<file path="src/rtl/tok_loader.sv">
// tok_loader - UART program loader for the TOK core's program RAM.
//
// Takes the UART after reset and holds the core in reset while it receives a
// framed program image: SOH, LEN, LEN data bytes, SUM.
//  - LEN = 0 means 256 data bytes.
//  - The frame is good when the 8-bit sum of LEN, the data bytes and SUM is 0.
// Each data byte is written to program RAM exactly once, at consecutive
// addresses starting from 0. The loader then answers the sender:
//  - ACK: the core is released and the UART is handed over.
//  - NAK: the loader goes back to hunting for SOH with the core still held.
// A frame that stalls for TIMEOUT_CYCLES is also NAKed.
//
// Ports
//  clk            clock
//  reset          asynchronous, active-low reset
//  uart_rx_valid  UART has a received byte
//  uart_rx_data   received byte
//  uart_rd        consume the received byte (combinational)
//  uart_tx_busy   UART transmitter busy
//  uart_wr        one-cycle transmit strobe
//  uart_tx_data   byte to transmit
//  load_req       pulse in RUN: take the UART back and wait for a new image
//  ram_waddr      program RAM write address
//  ram_din        program RAM write data
//  ram_we         program RAM write enable
//  core_reset_n   TOK core reset, active-low
//  loading        1 while the loader owns the UART
//  err_count      bad frames plus timeouts, saturating at 8'hFF
module tok_loader #(
  parameter logic [7:0]  SOH_BYTE       = 8'h01,
  parameter logic [7:0]  ACK_BYTE       = 8'h06,
  parameter logic [7:0]  NAK_BYTE       = 8'h15,
  parameter int unsigned TIMEOUT_CYCLES = 1200000,
  parameter int unsigned TMO_W          = 24
) (
  input  logic       clk,
  input  logic       reset,
  input  logic       uart_rx_valid,
  input  logic [7:0] uart_rx_data,
  output logic       uart_rd,
  input  logic       uart_tx_busy,
  output logic       uart_wr,
  output logic [7:0] uart_tx_data,
  input  logic       load_req,
  output logic [7:0] ram_waddr,
  output logic [7:0] ram_din,
  output logic       ram_we,
  output logic       core_reset_n,
  output logic       loading,
  output logic [7:0] err_count
);

  typedef enum logic [2:0] {
    ST_WAIT_SOH  = 3'd0,
    ST_GET_LEN   = 3'd1,
    ST_GET_DATA  = 3'd2,
    ST_GET_SUM   = 3'd3,
    ST_SEND_RESP = 3'd4,
    ST_RUN       = 3'd5
  } state_t;

  localparam logic [TMO_W-1:0] TMO_LAST  = TMO_W'(TIMEOUT_CYCLES - 1);
  localparam logic [TMO_W-1:0] TMO_ZERO  = {TMO_W{1'b0}};
  localparam logic [TMO_W-1:0] TMO_ONE   = {{(TMO_W-1){1'b0}}, 1'b1};

  state_t            state_r;
  // Data bytes still expected. Nine bits so that LEN = 0 can be held as 256.
  logic [8:0]        count_r;
  logic [7:0]        sum_r;
  logic [7:0]        addr_r;
  logic [TMO_W-1:0]  timer_r;
  logic              ack_r;
  logic              rx_take_s;
  logic              timeout_s;

  // A frame is good when its running sum plus the SUM byte is 0 modulo 256.
  function automatic logic frame_sum_ok(input logic [7:0] sum, input logic [7:0] b);
    logic [7:0] total;
    total = sum + b;
    return (total == 8'h00);
  endfunction

  // Saturating increment: the error counter sticks at 8'hFF.
  function automatic logic [7:0] sat_inc8(input logic [7:0] v);
    return (v == 8'hFF) ? 8'hFF : (v + 8'h01);
  endfunction

  // Decide whether the UART byte is consumed this cycle. The byte is only consumed in the receive states.
  always_comb begin
    rx_take_s = 1'b0;
    case (state_r)
      ST_WAIT_SOH, ST_GET_LEN, ST_GET_DATA, ST_GET_SUM: rx_take_s = uart_rx_valid;
      default:                                          rx_take_s = 1'b0;
    endcase
  end

  assign uart_rd   = rx_take_s;
  assign timeout_s = (timer_r == TMO_LAST);

  // Loader state machine, frame bookkeeping and all registered outputs.
  always_ff @(posedge clk or negedge reset) begin
    if (!reset) begin
      state_r      <= ST_WAIT_SOH;
      count_r      <= 9'd0;
      sum_r        <= 8'h00;
      addr_r       <= 8'h00;
      timer_r      <= TMO_ZERO;
      ack_r        <= 1'b0;
      uart_wr      <= 1'b0;
      uart_tx_data <= 8'h00;
      ram_waddr    <= 8'h00;
      ram_din      <= 8'h00;
      ram_we       <= 1'b0;
      core_reset_n <= 1'b0;
      loading      <= 1'b1;
      err_count    <= 8'h00;
    end else begin
      // Strobes are single-cycle unless re-asserted below.
      ram_we  <= 1'b0;
      uart_wr <= 1'b0;
      case (state_r)
        ST_WAIT_SOH: begin
          // No timeout while hunting for SOH. The timer is held clear so a frame starts from 0.
          timer_r <= TMO_ZERO;
          if (rx_take_s && (uart_rx_data == SOH_BYTE)) begin
            state_r <= ST_GET_LEN;
          end else begin
            state_r <= ST_WAIT_SOH;
          end
        end

        ST_GET_LEN: begin
          if (rx_take_s) begin
            count_r <= (uart_rx_data == 8'h00) ? 9'd256 : {1'b0, uart_rx_data};
            sum_r   <= uart_rx_data;
            addr_r  <= 8'h00;
            timer_r <= TMO_ZERO;
            state_r <= ST_GET_DATA;
          end else if (timeout_s) begin
            ack_r        <= 1'b0;
            uart_tx_data <= NAK_BYTE;
            err_count    <= sat_inc8(err_count);
            state_r      <= ST_SEND_RESP;
          end else begin
            timer_r <= timer_r + TMO_ONE;
          end
        end

        ST_GET_DATA: begin
          // Every byte here is payload, including bytes equal to SOH.
          if (rx_take_s) begin
            ram_we    <= 1'b1;
            ram_waddr <= addr_r;
            ram_din   <= uart_rx_data;
            addr_r    <= addr_r + 8'h01;
            sum_r     <= sum_r + uart_rx_data;
            count_r   <= count_r - 9'd1;
            timer_r   <= TMO_ZERO;
            if (count_r == 9'd1) begin
              state_r <= ST_GET_SUM;
            end else begin
              state_r <= ST_GET_DATA;
            end
          end else if (timeout_s) begin
            ack_r        <= 1'b0;
            uart_tx_data <= NAK_BYTE;
            err_count    <= sat_inc8(err_count);
            state_r      <= ST_SEND_RESP;
          end else begin
            timer_r <= timer_r + TMO_ONE;
          end
        end

        ST_GET_SUM: begin
          if (rx_take_s) begin
            timer_r <= TMO_ZERO;
            if (frame_sum_ok(sum_r, uart_rx_data)) begin
              ack_r        <= 1'b1;
              uart_tx_data <= ACK_BYTE;
            end else begin
              ack_r        <= 1'b0;
              uart_tx_data <= NAK_BYTE;
              err_count    <= sat_inc8(err_count);
            end
            state_r <= ST_SEND_RESP;
          end else if (timeout_s) begin
            ack_r        <= 1'b0;
            uart_tx_data <= NAK_BYTE;
            err_count    <= sat_inc8(err_count);
            state_r      <= ST_SEND_RESP;
          end else begin
            timer_r <= timer_r + TMO_ONE;
          end
        end

        ST_SEND_RESP: begin
          // uart_tx_data already holds the response and stays put until the strobe.
          if (!uart_tx_busy) begin
            uart_wr <= 1'b1;
            state_r <= ack_r ? ST_RUN : ST_WAIT_SOH;
          end else begin
            state_r <= ST_SEND_RESP;
          end
        end

        ST_RUN: begin
          // Release happens one cycle after the ACK strobe, because the release is registered here in RUN.
          if (load_req) begin
            core_reset_n <= 1'b0;
            loading      <= 1'b1;
            state_r      <= ST_WAIT_SOH;
          end else begin
            core_reset_n <= 1'b1;
            loading      <= 1'b0;
            state_r      <= ST_RUN;
          end
        end

        default: begin
          state_r <= ST_WAIT_SOH;
        end
      endcase
    end
  end

endmodule

</file>
<file path="config.mk">
export PLATFORM = sky130hd
export DESIGN_NAME = tok_loader
export DESIGN_NICKNAME = d
export VERILOG_FILES = /design/src/rtl/tok_loader.sv
export SDC_FILE = /design/constraint.sdc
export NUM_CORES = 1
export LEC_CHECK = 0
export ABC_AREA = 0
export ABC_CLOCK_PERIOD_IN_PS = 3300
export BUFFER_PORTS_ARGS = -buffer_cell sky130_fd_sc_hd__buf_2
export CORE_MARGIN = 10
export CORE_UTILIZATION = 35
export DETAILED_ROUTE_END_ITERATION = 10
export GPL_ROUTABILITY_DRIVEN = 1
export PLACE_DENSITY = 0.48
export SYNTH_ARGS = -nofsm -noshare
export SYNTH_HDL_FRONTEND = slang
export SYNTH_SLANG_ARGS = --single-unit
export TNS_END_PERCENT = 50
</file>
<file path="constraint.sdc">
create_clock -name clk -period 3.3 [get_ports clk]
set_input_delay 0.165 -clock clk [delete_from_list [all_inputs] [get_ports clk]]
set_output_delay 0.165 -clock clk [all_outputs]
set_load 0.02 [all_outputs]
</file>
# Yosys cells after proc, flatten, opt, wreduce, memory -nomap -nowiden
# Index checks and enable logic that the tools add are counted.
word_totals:
  reg_bits: 89
  latch_bits: 0
  mem_bits_rw: 0
  rom_bits: 0
  in_bits: 13
  elab_cells: 94
  mem_count: 0
op_classes:
  n_addsub: 5
  n_mul: 0
  div_mod_pow: 0
  magnitude_cmp: 0
  n_eq_ne: 14
  n_shift: 0
  mux: 46
  bitwise_logic: 0
  n_reduce_logical: 15
ops:
  columns: ["operator", "n"]
  rows:
  - ["two-way mux 8 bit", 12]
  - ["case mux 8 bit (2 select lines)", 4]
  - ["two-way mux 24 bit", 2]
  - ["case mux 24 bit (2 select lines)", 1]
  - ["two-way mux 9 bit", 3]
  - ["adder 24 x 1 -> 24 bit, second input constant", 1]
  - ["equality test 24 x 21 -> 1 bit, second input constant", 1]
  - ["two-way mux 3 bit", 7]
  - ["case mux 3 bit (6 select lines)", 1]
  - ["case mux 9 bit (2 select lines)", 1]
  - ["adder 8 x 1 -> 8 bit, second input constant", 2]
  - ["zero test 8 bit", 2]
  - ["two-way mux 1 bit", 13]
  - ["equality test 9 x 1 -> 1 bit, second input constant", 1]
  - ["subtractor 9 x 1 -> 9 bit, second input constant", 1]
  - ["adder 8 bit", 1]
  - ["equality test 8 x 1 -> 1 bit, second input constant", 1]
  - ["equality test 8 bit, second input constant", 1]
  - ["equality test 3 x 2 -> 1 bit, second input constant", 2]
  - ["equality test 3 bit, second input constant", 2]
  - ["!= test 2 bit, second input constant", 3]
  - ["!= test 3 bit, second input constant", 2]
  - ["AND reduction 2 bit", 3]
  - ["AND reduction 3 bit", 2]
  - ["other kinds (9)", 11]

# Longest topological paths before layout
logic_depth:
  ltp_word: 6
  mapped_depth: 10
  depth_no_buf: 9

# Worst setup path after synthesis
# Ideal clock, no wire load.
synth_path:
  path_type: "flip-flop to flip-flop"
  startpoint: "register sum_r[0]"
  endpoint: "register err_count[0]"
  setup_ps: 119
  arrival_time_ps: 2268
  required_ps: 3181
  path_slack_ps: 913
  path_stages_with_launch: 11
  path_buffers: 1
  path_cell_list: "dfrtp_1 > ha_1 > fa_1 > a211oi_2 > nor2_1 > xor2_1 > nor3b_1 > nand4_2 > and2_1 > buf_2 > o21a_1"
synth_between:
  elab_chain_cells: 4
synth_rtl:
  columns: ["element", "line_no", "rtl"]
  rows:
  - ["start: declaration", "69", "logic [7:0] sum_r;"]
  - ["start signal: assignment", "135", "sum_r <= uart_rx_data;"]
  - ["start signal: assignment", "156", "sum_r <= sum_r + uart_rx_data;"]
  - ["adder 8 bit", "79", "total = sum + b;"]
  - ["zero test 8 bit", "80", "return (total == 8'h00);"]
  - ["!= test 3 bit (no source line)", null, null]
  - ["AND reduction 3 bit (no source line)", null, null]
  - ["end signal: assignment", "142", "err_count <= sat_inc8(err_count);"]
  - ["end signal: assignment", "167", "err_count <= sat_inc8(err_count);"]
  - ["end signal: assignment", "183", "err_count <= sat_inc8(err_count);"]
  - ["end: declaration", "50", "output logic [7:0] err_count"]
# No other way between the ends.
# A chain may end at the register's enable or synchronous reset.

# Final worst setup path
layout_path:
  startpoint: "register sum_r[0]"
  endpoint: "register err_count[3]"
# The elaborated chain is that of the path after synthesis.

==> metrics <==
WP data arrival 3.20 ns; Netlist cell types 55; mean number of vias per cell 5.12; port bufs 49; Mapped Nets 523; CTS Sinks 89; worst-skew pair later-pin latency 0.34 ns; Worst Hold Class input pin to register; Slew HR 31.7%; critical path cell sequence ha_1, fa_1, a211oi_2, nor2_1, xor2_1, nor3b_1, nand4_2, and2_1, a41oi_1; area of the multi-input gates 2220 um2; Die Area 18100 um2; Hold Path Origin uart_tx_busy; Power Total 3.01 mW; Reg2Reg Setup Slack 0.35 ns; clock-pin slew of the registers on the worst-case setup and hold paths 0.06 ns; IO Count 50; first-pass GRT wire length 18500 um; Pint 2.04 mW; routed length per instance 15.0 um; final worst setup slack 0.347 ns; Worst Setup Path Type register to register; PD cells 570 nW/um2; endpoints failing setup 0; startpoint types register; endpoints failing hold 0; RePlAce Congestion 0.809; most common library cells after synthesis dfrtp_1 (88), nand2_1 (83), nor2_1 (60), o21ai_0 (34), xor2_1 (24); unrepaired setup endpoints after global routing no; Post-synth EDFFs 0; final wirelength 10800 um; Initial DRC Count 218; FFs w/ async S/R, synth 100%; DRC viols 0; pre-CTS setup slack 0.375 ns; NumNets Final 571; clk root buf clkbuf_16; max_cap viols 0; crit path from sum_r[0]$_DFFE_PN0P_; core outline area 12700 um2; Synth area leader dfrtp_1; filler instances 1345; CTS tree done; sequential power share 45.0%; cts repair resizes 0; number of diodes 0; cells on worst reg2reg path 9; Gate power share 24.2%; status finished clean; Critical R2R Capture err_count[3]$_DFFE_PN0P_; Max clock buf depth 2; post-layout util 41.5%; Antenna Nets Post-Route 0; largest net degree at the start of global routing 47; Seq/Total Area, Yosys 48.6%; Seq cells post-synth 89; share of the synthesized area in the top cell type 48.1%; Final HPWL DP 7700 um; critical path required time 3.55 ns; Worst setup EP type register; Die W 134 um; Vias 3696; Psw 970 uW; Synthesis Warnings 0; initial core utilization 36.0%; # H-tree levels 3; Max VDD drop 262 uV; cells after synthesis 497; largest cells by area after synthesis dfrtp_1 (48%), nand2_1 (6.8%), nor2_1 (4.9%), xor2_1 (4.6%), o21ai_0 (3.7%); Syn Area/Cell 9.22 um2; measured slew at the worst slew-check pin 1.02 ns; Clock Skew 0.00689 ns; GRT Residual Overflow 0; Reg area 2230 um2; share of cells above drive strength 1 16.0%; Sum Neg Setup Slack 0 ns; minimum clock period 2.95 ns; initial antenna violation count 0; vias in the first global route 3620; CP max FO 13; Worst path max stage delay 0.43 ns; LEAKAGE 2.52 nW; Crit-path slowest cell fa_1; total track usage 12.5%; area growth from synthesis to layout 15.3%; Max Slew Vio Count 0; Net Sw Frac 32.2%; FP Rows 41; drt first pass iters 5; Die Height 134 um; mapped cell area 4580 um2; TritonCTS Buffers 9; Tcrit/Tclk final 89.5%; clock network fraction of total power 30.8%; Post-synth top flop dfrtp_1; origin of the critical flop-to-flop path sum_r[0]$_DFFE_PN0P_; Fmax achieved 339 MHz; worst setup path endpoint err_count[3]$_DFFE_PN0P_; count leader, synth dfrtp_1
[kinds of logic after synthesis]
group                    Yosys count  share of synthesized area (%)
AND/OR/NAND/NOR                  235                           25.0
AO/OA/AOI/OAI                     94                           12.7
flip-flops                        89                           48.6
buffers and inverters             31                           2.87
XOR/XNOR                          29                           5.54
adder cells (fa/ha/maj)           13                           3.71
multiplexers                       6                           1.47
[placed cells by master, fill, tap and decap left out, drive strengths merged, types with 8 or more instances in the layout]
cell	Yosys	routed
dfrtp	88	88
nand2	84	84
nor2	60	60
buf	7	58
o21ai	34	34
xor2	24	24
a21oi	23	23
nand3	19	19
and3	14	14
nand4	14	14
clkbuf	15	13
ha	12	12
inv	9	9
a31oi	9	9
nor3	8	8
[critical path: cells and delay by family, from the launching register on]
kind	cells	cell delay, ns
xor+xnor	1	0.16
flops	1	0.38
simple gates	4	1.16
fa+ha+maj	2	0.66
compound gates	2	0.50
[power by group through the flow]
| stage | Combinational (mW) | Sequential (mW) | Clock, mW |
|---|---|---|---|
| after floorplan | 0.472 | 1.42 | 0 |
| after global placement | 0.718 | 1.37 | 0 |
| after detailed placement | 0.732 | 1.37 | 0 |
| after CTS | 0.735 | 1.35 | 0.964 |
| after global routing | 0.825 | 1.38 | 1.02 |
| final | 0.728 | 1.35 | 0.926 |
[state kept, by name, indices dropped and copies added, names as in the netlist]
signal / count
ack_r: 1
addr_r: 8
core_reset_n: 1
count_r: 9
err_count: 8
loading: 1
ram_din: 8
ram_waddr: 8
ram_we: 1
state_r: 3
sum_r: 8
timer_r: 24
uart_tx_data: 8
uart_wr: 1
[metrics by stage]
step | hold WS, ns | instance area (um2) | cells
5_1_grt | 0.0296 | 5280 | 722
2_1_floorplan | -0.131 | 4580 | 497
4_1_cts | 0.00150 | 5280 | 722
3_5_place_dp | 0.233 | 5010 | 705
3_3_place_gp | 0.224 | 5010 | 705
6_report | 0.0181 | 5280 | 722
[routing by layer]
metal	wire [um]	vias up	global-route usage, %
met5	0	-	0
met4	208	0	5.86
met3	511	13	3.14
met2	4890	90	18.5
met1	5240	1765	16.7
li1	-	1828	-
[repair_timing]
item                      4_1_cts  5_1_grt
buffers inserted                0        0
hold buffers                    1        0
hold endpoints to repair       44        0
[area by class of cell]
type | instances | area share [%]
clock inverter | 3 | 0.332
sequential | 89 | 42.2
multi-input combinational | 377 | 42.1
timing repair buffer | 59 | 6.16
tap | 172 | 4.07
clock buffer | 13 | 4.55
inverter | 9 | 0.640
[how the worst min path moves through the flow]
| stage | end | slack [ns] | cells past startpoint |
|---|---|---|---|
| after floorplan | ack_r$_DFFE_PN0P_ | -0.13 | 0 |
| final | uart_wr$_DFF_PN0_ | 0.02 | 2 |
| after global placement | ram_we$_DFF_PN0_ | 0.22 | 1 |
| after global routing | uart_wr$_DFF_PN0_ | 0.03 | 2 |
| after detailed placement | ram_we$_DFF_PN0_ | 0.23 | 1 |
| after CTS | uart_wr$_DFF_PN0_ | 0.001 | 2 |
Power figures use the tool's default switching activity.
